==> src/rtl/tdm_stim_gen.sv <==
// Time-multiplexed stimulus generator: per-source pulse trains are summed onto the neuron
// slot being read by the TDM controller and presented, saturated, one cycle later.
module tdm_stim_gen #(
  parameter int unsigned NEURON_COUNT = 500,
  parameter int unsigned DATA_WIDTH   = 16,
  parameter int unsigned NUM_SRC      = 4,
  parameter int unsigned TS_W         = 32,
  localparam int unsigned SLOT_W = (NEURON_COUNT > 1) ? $clog2(NEURON_COUNT) : 1,
  localparam int unsigned SRC_W  = (NUM_SRC > 1) ? $clog2(NUM_SRC) : 1
) (
  input  logic                         clk,
  input  logic                         rst,
  input  logic                         slot_valid,
  input  logic [SLOT_W-1:0]            slot_id,
  input  logic                         cfg_we,
  input  logic [SRC_W-1:0]             cfg_src,
  input  logic [2:0]                   cfg_field,
  input  logic [31:0]                  cfg_data,
  output logic signed [DATA_WIDTH-1:0] i_stim,
  output logic [TS_W-1:0]              timestep,
  output logic [NUM_SRC-1:0]           src_active
);

  localparam int unsigned SUM_W = DATA_WIDTH + $clog2(NUM_SRC) + 1;
  localparam logic signed [SUM_W-1:0] SAT_MAX =
      {{(SUM_W - DATA_WIDTH + 1){1'b0}}, {(DATA_WIDTH - 1){1'b1}}};
  localparam logic signed [SUM_W-1:0] SAT_MIN = ~SAT_MAX;
  localparam logic [SLOT_W-1:0] LAST_SLOT = SLOT_W'(NEURON_COUNT - 1);

  localparam logic [2:0] FldTarget = 3'd0;
  localparam logic [2:0] FldAmp    = 3'd1;
  localparam logic [2:0] FldStart  = 3'd2;
  localparam logic [2:0] FldPeriod = 3'd3;
  localparam logic [2:0] FldWidth  = 3'd4;
  localparam logic [2:0] FldEnable = 3'd5;

  logic [SLOT_W-1:0]            r_target [NUM_SRC];
  logic signed [DATA_WIDTH-1:0] r_amp    [NUM_SRC];
  logic [TS_W-1:0]              r_start  [NUM_SRC];
  logic [15:0]                  r_period [NUM_SRC];
  logic [15:0]                  r_width  [NUM_SRC];
  logic [15:0]                  r_phase  [NUM_SRC];
  logic [NUM_SRC-1:0]           r_en;
  logic [NUM_SRC-1:0]           r_started;
  logic [TS_W-1:0]              r_timestep;
  logic signed [DATA_WIDTH-1:0] r_stim;

  logic                         w_frame_end;
  logic                         w_slot_ok;
  logic [TS_W-1:0]              w_ts_inc;
  logic [NUM_SRC-1:0]           w_active;
  logic [NUM_SRC-1:0]           w_cfg_hit;
  logic signed [SUM_W-1:0]      w_sum;
  logic signed [DATA_WIDTH-1:0] w_stim_next;

  assign w_slot_ok   = (slot_id <= LAST_SLOT);
  assign w_frame_end = slot_valid && (slot_id == LAST_SLOT);
  assign w_ts_inc    = r_timestep + TS_W'(1);

  always_comb begin
    w_active  = '0;
    w_cfg_hit = '0;
    for (int s = 0; s < NUM_SRC; s++) begin
      w_active[s]  = r_en[s] && r_started[s] && (r_phase[s] < r_width[s]);
      w_cfg_hit[s] = cfg_we && (cfg_field <= FldEnable) && (32'(cfg_src) == s);
    end
  end

  // Sum uses pre-edge activity so a frame_end update only affects the following slots.
  always_comb begin
    w_sum = '0;
    for (int s = 0; s < NUM_SRC; s++) begin
      if (w_active[s] && (r_target[s] == slot_id)) begin
        w_sum = w_sum + SUM_W'(r_amp[s]);
      end
    end
  end

  always_comb begin
    w_stim_next = '0;
    if (slot_valid && w_slot_ok) begin
      if (w_sum > SAT_MAX) begin
        w_stim_next = SAT_MAX[DATA_WIDTH-1:0];
      end else if (w_sum < SAT_MIN) begin
        w_stim_next = SAT_MIN[DATA_WIDTH-1:0];
      end else begin
        w_stim_next = w_sum[DATA_WIDTH-1:0];
      end
    end
  end

  always_ff @(posedge clk) begin
    if (rst) begin
      r_timestep <= '0;
      r_stim     <= '0;
      r_en       <= '0;
      r_started  <= '0;
      for (int s = 0; s < NUM_SRC; s++) begin
        r_target[s] <= '0;
        r_amp[s]    <= '0;
        r_start[s]  <= '0;
        r_period[s] <= '0;
        r_width[s]  <= '0;
        r_phase[s]  <= '0;
      end
    end else begin
      r_stim <= w_stim_next;
      if (w_frame_end) begin
        r_timestep <= w_ts_inc;
      end
      for (int s = 0; s < NUM_SRC; s++) begin
        // A configuration write to a source wins over that source's frame advance.
        if (w_cfg_hit[s]) begin
          case (cfg_field)
            FldTarget: r_target[s] <= cfg_data[SLOT_W-1:0];
            FldAmp:    r_amp[s]    <= cfg_data[DATA_WIDTH-1:0];
            FldStart:  r_start[s]  <= TS_W'(cfg_data);
            FldPeriod: r_period[s] <= cfg_data[15:0];
            FldWidth:  r_width[s]  <= cfg_data[15:0];
            default: begin
              r_en[s]      <= cfg_data[0];
              r_started[s] <= cfg_data[0] && (r_start[s] <= r_timestep);
              r_phase[s]   <= '0;
            end
          endcase
        end else if (w_frame_end) begin
          if (r_en[s] && !r_started[s]) begin
            if (w_ts_inc >= r_start[s]) begin
              r_started[s] <= 1'b1;
              r_phase[s]   <= '0;
            end
          end else if (r_started[s]) begin
            if (r_period[s] == 16'd0) begin
              if (r_phase[s] != 16'hFFFF) begin
                r_phase[s] <= r_phase[s] + 16'd1;
              end
            end else if ((r_phase[s] + 16'd1) == r_period[s]) begin
              r_phase[s] <= '0;
            end else begin
              r_phase[s] <= r_phase[s] + 16'd1;
            end
          end
        end
      end
    end
  end

  assign i_stim     = r_stim;
  assign timestep   = r_timestep;
  assign src_active = w_active;

endmodule

==> config.mk <==
export PLATFORM = sky130hd
export DESIGN_NAME = tdm_stim_gen
export DESIGN_NICKNAME = d
export VERILOG_FILES = /design/src/rtl/tdm_stim_gen.sv
export SDC_FILE = /design/constraint.sdc
export NUM_CORES = 1
export LEC_CHECK = 0
export CAP_MARGIN = 20
export CORE_MARGIN = 2
export CORE_UTILIZATION = 45
export DETAILED_ROUTE_END_ITERATION = 16
export PLACE_DENSITY = 0.62
export SLEW_MARGIN = 20
export SYNTH_ARGS = -nofsm -noshare
export SYNTH_HDL_FRONTEND = slang
export SYNTH_SLANG_ARGS = --single-unit
==> constraint.sdc <==
create_clock -name clk -period 11.9 [get_ports clk]
set_input_delay 1.785 -clock clk [delete_from_list [all_inputs] [get_ports clk]]
set_output_delay 1.785 -clock clk [all_outputs]
set_load 0.02 [all_outputs]
Yosys cells after proc, flatten, opt, wreduce, memory -nomap -nowiden
Memories as Yosys holds them, arrays and structs flattened.
Cells that the tools add are included.
{"block": "word_totals", "input_bits": 50, "wordCells": 433, "n_memories": 6, "out_inout_bits": 52, "register_bits": 56, "ramBits": 420}
{"block": "op_classes", "n_eq_ne": 24, "reduce_logical": 60, "bitwise_logic": 42, "n_addsub": 8, "mux": 266, "n_lt_le_gt_ge": 16}
{"name": "r_start", "depth": 4, "width": 32, "rd": 4, "rd_clocked_by_memory_dff": 0, "wr": 4, "line": "39", "rtl": "logic [TS_W-1:0] r_start [NUM_SRC];"}
{"name": "r_amp", "depth": 4, "width": 16, "rd": 4, "rd_clocked_by_memory_dff": 0, "wr": 4, "line": "38", "rtl": "logic signed [DATA_WIDTH-1:0] r_amp [NUM_SRC];"}
{"name": "r_period", "depth": 4, "width": 16, "rd": 4, "rd_clocked_by_memory_dff": 0, "wr": 4, "line": "40", "rtl": "logic [15:0] r_period [NUM_SRC];"}
{"name": "r_phase", "depth": 4, "width": 16, "rd": 4, "rd_clocked_by_memory_dff": 0, "wr": 4, "line": "42", "rtl": "logic [15:0] r_phase [NUM_SRC];"}
{"name": "r_width", "depth": 4, "width": 16, "rd": 4, "rd_clocked_by_memory_dff": 0, "wr": 4, "line": "41", "rtl": "logic [15:0] r_width [NUM_SRC];"}
{"name": "r_target", "depth": 4, "width": 9, "rd": 4, "rd_clocked_by_memory_dff": 0, "wr": 4, "line": "37", "rtl": "logic [SLOT_W-1:0] r_target [NUM_SRC];"}
{"op": "2-to-1 mux 16 bit", "count": 33}
{"op": "2-to-1 mux 1 bit", "count": 220}
{"op": "greater-or-equal comparator 32 bit", "count": 4}
{"op": "<= comparator 32 bit", "count": 4}
{"op": "2-to-1 mux 32 bit", "count": 4}
{"op": "2-to-1 mux 19 bit", "count": 4}
{"op": "adder 16 x 1 -> 16 bit (second input constant)", "count": 4}
{"op": "equality test 16 bit", "count": 4}
{"op": "logical NOT 16 bit", "count": 4}
{"op": "< comparator 16 bit", "count": 4}
{"op": "!= test 16 bit (second input constant)", "count": 4}
{"op": "adder 19 x 16 -> 19 bit", "count": 3}
{"op": "OR 1 bit", "count": 40}
{"op": "equality test 9 bit", "count": 4}
{"op": "2-to-1 mux 9 bit", "count": 4}
{"op": "adder 32 x 1 -> 32 bit (second input constant)", "count": 1}
{"op": "logical AND 1 bit", "count": 27}
{"op": "nonzero test 2 bit", "count": 12}
{"op": "> comparator 19 x 16 -> 1 bit (second input constant)", "count": 1}
{"op": "< comparator 19 x 16 -> 1 bit (second input constant)", "count": 1}
{"op": "AND reduction 4 bit", "count": 4}
{"op": "2-to-1 mux 15 bit", "count": 1}
{"op": "equality test 9 bit (second input constant)", "count": 1}
{"op": "<= comparator 9 bit (second input constant)", "count": 1}
{"op": "other kinds (15)", "count": 27}

Logic depth before layout (Yosys ltp)
An unclocked memory read counts as a cell.
{"block": "depth", "ltp_word": 14, "ltp_mapped": 37, "mapped_depth_nobuf": 35}

Worst setup path before layout
OpenSTA, ideal clock, no wires.
{"block": "synth_path", "path_type": "input to register", "start": "input port slot_id[8]", "end": "register r_stim[4] (netlist: i_stim[4])", "arrival_time_ns": 8.296, "t_required_ns": 11.762, "setup_time_ns": 0.138, "path_buffers": 4, "path_slack_ns": 3.466, "cell_stages": 35, "path_cell_list": "clkbuf_1 xnor2_1 nand4_1 nor4_2 clkbuf_1 and3_1 ha_1 a21o_1 a221oi_2 o211ai_1 a21o_1 a21oi_1 xnor2_1 mux2_2 ha_1 clkbuf_1 a21oi_1 a21oi_1 or4_1 o211ai_1 nor3_1 or2_1 o31ai_1 inv_1 ha_1 and3_1 nand2_1 a21oi_1 o211a_1 o21ai_0 nor3b_1 or3_1 a32oi_2 buf_6 o31ai_1"}
{"block": "synth_between", "elab_chain_cells": 12, "elab_cells_between_ends": 23, "cone_classes": "add/sub: 3; order compare: 3; eq/ne: 4; mux: 6; bitwise: 1; reduce/logical: 6"}
{"element": "start: declaration", "line": "14", "rtl": "input logic [SLOT_W-1:0] slot_id,"}
{"element": "equality test 9 bit", "line": "73", "rtl": "if (w_active[s] && (r_target[s] == slot_id)) begin"}
{"element": "logical AND 1 bit", "line": "73"}
{"element": "2-to-1 mux 19 bit", "line": "73"}
{"element": "adder 19 x 16 -> 19 bit", "line": "74", "rtl": "w_sum = w_sum + SUM_W'(r_amp[s]);"}
{"element": "2-to-1 mux 19 bit", "line": "73"}
{"element": "adder 19 x 16 -> 19 bit", "line": "74"}
{"element": "2-to-1 mux 19 bit", "line": "73"}
{"element": "adder 19 x 16 -> 19 bit", "line": "74"}
{"element": "2-to-1 mux 19 bit", "line": "73"}
{"element": "< comparator 19 x 16 -> 1 bit", "line": "84", "rtl": "end else if (w_sum < SAT_MIN) begin"}
{"element": "2-to-1 mux 16 bit", "line": "84"}
{"element": "2-to-1 mux 15 bit", "line": "82", "rtl": "if (w_sum > SAT_MAX) begin"}
{"element": "end signal: assignment", "line": "107", "rtl": "r_stim <= w_stim_next;"}
{"element": "end: declaration", "line": "46", "rtl": "logic signed [DATA_WIDTH-1:0] r_stim;"}
Parallel ways exist; a longest one is shown, timed or not.
A chain may end at the register's enable or synchronous reset.

Worst setup path after layout
{"block": "layout_path", "start": "input port slot_id[2]", "end": "register r_stim[0] (netlist: i_stim[0])"}
Same word-level chain as after synthesis.

==> results.toml <==
[placed_design]
gp_congestion = 0.935
dpl_cell_area_um2 = 33800
port_buffers = 101
hpwl_um = 64300

[floorplan]
fp.dieW_um = 269
ios = 102
coreArea_um2 = 69900
die_area_um2 = 72600
rows = 97
start_util_pct = 45.3
die_h_um = 269

[critical_path]
critPathMaxFanout = 16
crit_path_end_kind = "flop"
critPathRequiredTime_ns = 12.35
regToRegStartpoint = "r_phase[0][6]$_SDFFCE_PN0P_"
r2r_setup_slack_ns = 3.40
crit_type = "input pin to flop"
slowest_delay_ns = 0.70
r2r_cells = 33
crit_family = "compound AO/OA/AOI/OAI gates"
cp_num_buf_inv = 3
r2r_end = "i_stim[0]$_SDFF_PP0_"
crit_slowest_cell = "clkdlybuf4s50_1"
arrival_ns = 9.56
worstSetupStartpointType = "input pin"

[yosys]
synth_enable_flop_cells = 420
synth_cell_types = 85
syn_inst = 3090
syn_area_per_cell_um2 = 10.3
syn_area_um2 = 31700
synth-main-ff-cell = "edfxtp_1"
ys_seq_area_share_pct = 43.3
synth_top_area_share_pct = 39.8
yosys_warnings = 0
synth.top_cells.by_count = "420 x edfxtp_1, 373 x ha_1, 367 x and2_1"
yosys-top-cells-area = "edfxtp_1 40%, ha_1 15%, and2_1 7.2%, xnor2_1 3.9%, dfxtp_1 3.5%"
synth_most_common_cell = "edfxtp_1"
synthArstFlopShare_pct = 0
synth-seq-cells = 476
syn_nets = 3516
synth_top_area_cell = "edfxtp_1"

[sta]
tightest_slew_ns = 1.08
maxSlewViolCount = 0
rsz0062_at_grt = "false"
finalCritPeriodShare_pct = 76.6
tns_ns = 0
final.min_clock_period_ns = 9.11
setup_viol = 0
relSlewSlack_pct = 27.2
fmax_ghz = 0.110
hold_violations = 0
fin_worst_skew_ns = 0.0189

[clocking]
ctsLongestPathBuffers = 3
cts_setup_buffers = 0
hold_buffers = 0
insertion_delay_ns = 0.62
postCtsResizedCells = 0
numCtsBuffers = 54
cts_tree = "built"
cts_sinks = 476
clkSlewWorstSetupHoldPaths_ns = 0.06
clock-root-buffer = "clkbuf_16"
htree_levels = 2

[finish]
seqCellArea_um2 = 13700
multi_input_comb_area_um2 = 16700
n_antenna_cell = 0
areaGrowthSynthToFinish_pct = 12.4
finalNetCount = 3607
nFillCells = 6316
drive_gt1_share_pct = 5.98
design_area_um2 = 35600

[pwr]
powerDensity_nw_per_um2 = 113
vdd_drop_max_v = 0.000101
p_leak_uw = 0.0148

[hold_path]
hp-start = "r_en[3]$_SDFFE_PP0P_"
holdPathEnd = "r_en[3]$_SDFFE_PP0P_"
min_path_type = "flop to flop"
holdPathStages = 2

[global_route]
track_usage_pct = 24.5
grt.overflow.total = 0
grt_pass1_wl_um = 139000
first_global_vias = 23839
antenna_found_initial = 8
grt_max_degree = 50

[route]
vias_per_cell = 5.63
wl_per_cell_um = 21.4
num_vias = 23451
wirelength_um = 89300
drtPass1Iterations = 5
drc = 0
ant_nets = 0
drt_iter0_drc = 1882

[status]
status = "finished, final reports clean"

[run]
maxCapViolCount = 0
==> stage by stage <==
stage	setup WS, ns	utilization (%)	power [µW]	hold WS, ns	cells
5_1_grt	2.18	51.0	4170	0.530	4167
6_report	2.79	51.0	4030	0.498	4167
2_1_floorplan	3.47	-	2190	0.462	3090
3_5_place_dp	2.29	48.3	2330	0.484	4065
4_1_cts	2.90	51.0	4060	0.492	4167
3_3_place_gp	2.44	48.3	2320	0.473	4065
==> worst min-delay path, stage by stage, from the launching register on <==
cell     delay [ns]
dfxtp_1        0.32
o21ai_0        0.07
a21oi_1        0.06
==> cell type report <==
type / instances / share of cell area [%]
Tap cell: 940 / 3.30
Clock inverter: 34 / 0.815
Multi-Input combinational cell: 2272 / 46.9
Sequential cell: 476 / 38.5
Inverter: 239 / 2.52
Timing Repair Buffer: 138 / 3.60
Clock buffer: 68 / 4.35
==> worst max path at each step <==
stage	start	endpoint	slack, ns	cells past startpoint
finish	slot_id[2]	i_stim[0]$_SDFF_PP0_	2.79	33
global route	slot_id[2]	i_stim[0]$_SDFF_PP0_	2.18	30
CTS	slot_id[2]	i_stim[0]$_SDFF_PP0_	2.90	32
detailed placement	slot_id[2]	i_stim[0]$_SDFF_PP0_	2.29	32
global placement	slot_id[2]	i_stim[11]$_SDFF_PP0_	2.44	32
floorplan	slot_id[8]	i_stim[4]$_SDFF_PP0_	3.47	35
==> power by group <==
group	leakage, µW	total, µW	internal (µW)	switching, µW
registers	0.00450	1950	1890	54.9
logic	0.00936	350	134	216
clock network	0.000914	1730	1020	709
total	0.0148	4030	3050	980
==> cell families (layout without fill, tap and decap cells) <==
kind of cell / Yosys count / count (layout) / share of synthesized area (%)
fa+ha+maj: 376 / 376 / 14.9
buf+inv: 342 / 479 / 4.15
xor+xnor: 247 / 247 / 6.85
flops: 476 / 476 / 43.3
simple gates: 1103 / 1103 / 19.0
compound gates: 512 / 512 / 10.6
mux: 34 / 34 / 1.16
==> flip-flops by register name, indices dropped and copies added (netlist names) <==
| signal | cells |
|---|---|
| r_amp | 64 |
| r_started | 4 |
| timestep | 32 |
| r_period | 64 |
| r_start | 128 |
| i_stim | 16 |
| r_target | 36 |
| r_en | 4 |
| r_phase | 64 |
| r_width | 64 |
==> per-layer routing <==
| metal | global-route usage, % | part of all wire, % | vias up |
|---|---|---|---|
| met5 | 0 | 0 | - |
| met4 | 8.01 | 3.2 | 0 |
| met3 | 3.21 | 5.5 | 174 |
| met2 | 42.3 | 49 | 687 |
| met1 | 31.7 | 43 | 11377 |
| li1 | - | - | 11213 |
==> layout by cell type, fill, tap and decap left out, drive strengths merged, types with 19 or more instances in the layout <==
cell type	instances
a21o	99
a21oi	141
and2	367
and3	43
buf	38
clkbuf	68
clkdlybuf4s50	100
clkinv	27
dfxtp	56
edfxtp	420
ha	373
inv	239
mux2	22
nand2	156
nand2b	19
nand3	85
nand4	79
nor2	191
nor2b	32
nor3	41
nor4	41
o21a	42
o21ai	110
o31ai	23
xnor2	143
xor2	104
Power figures use the tool's default switching activity.
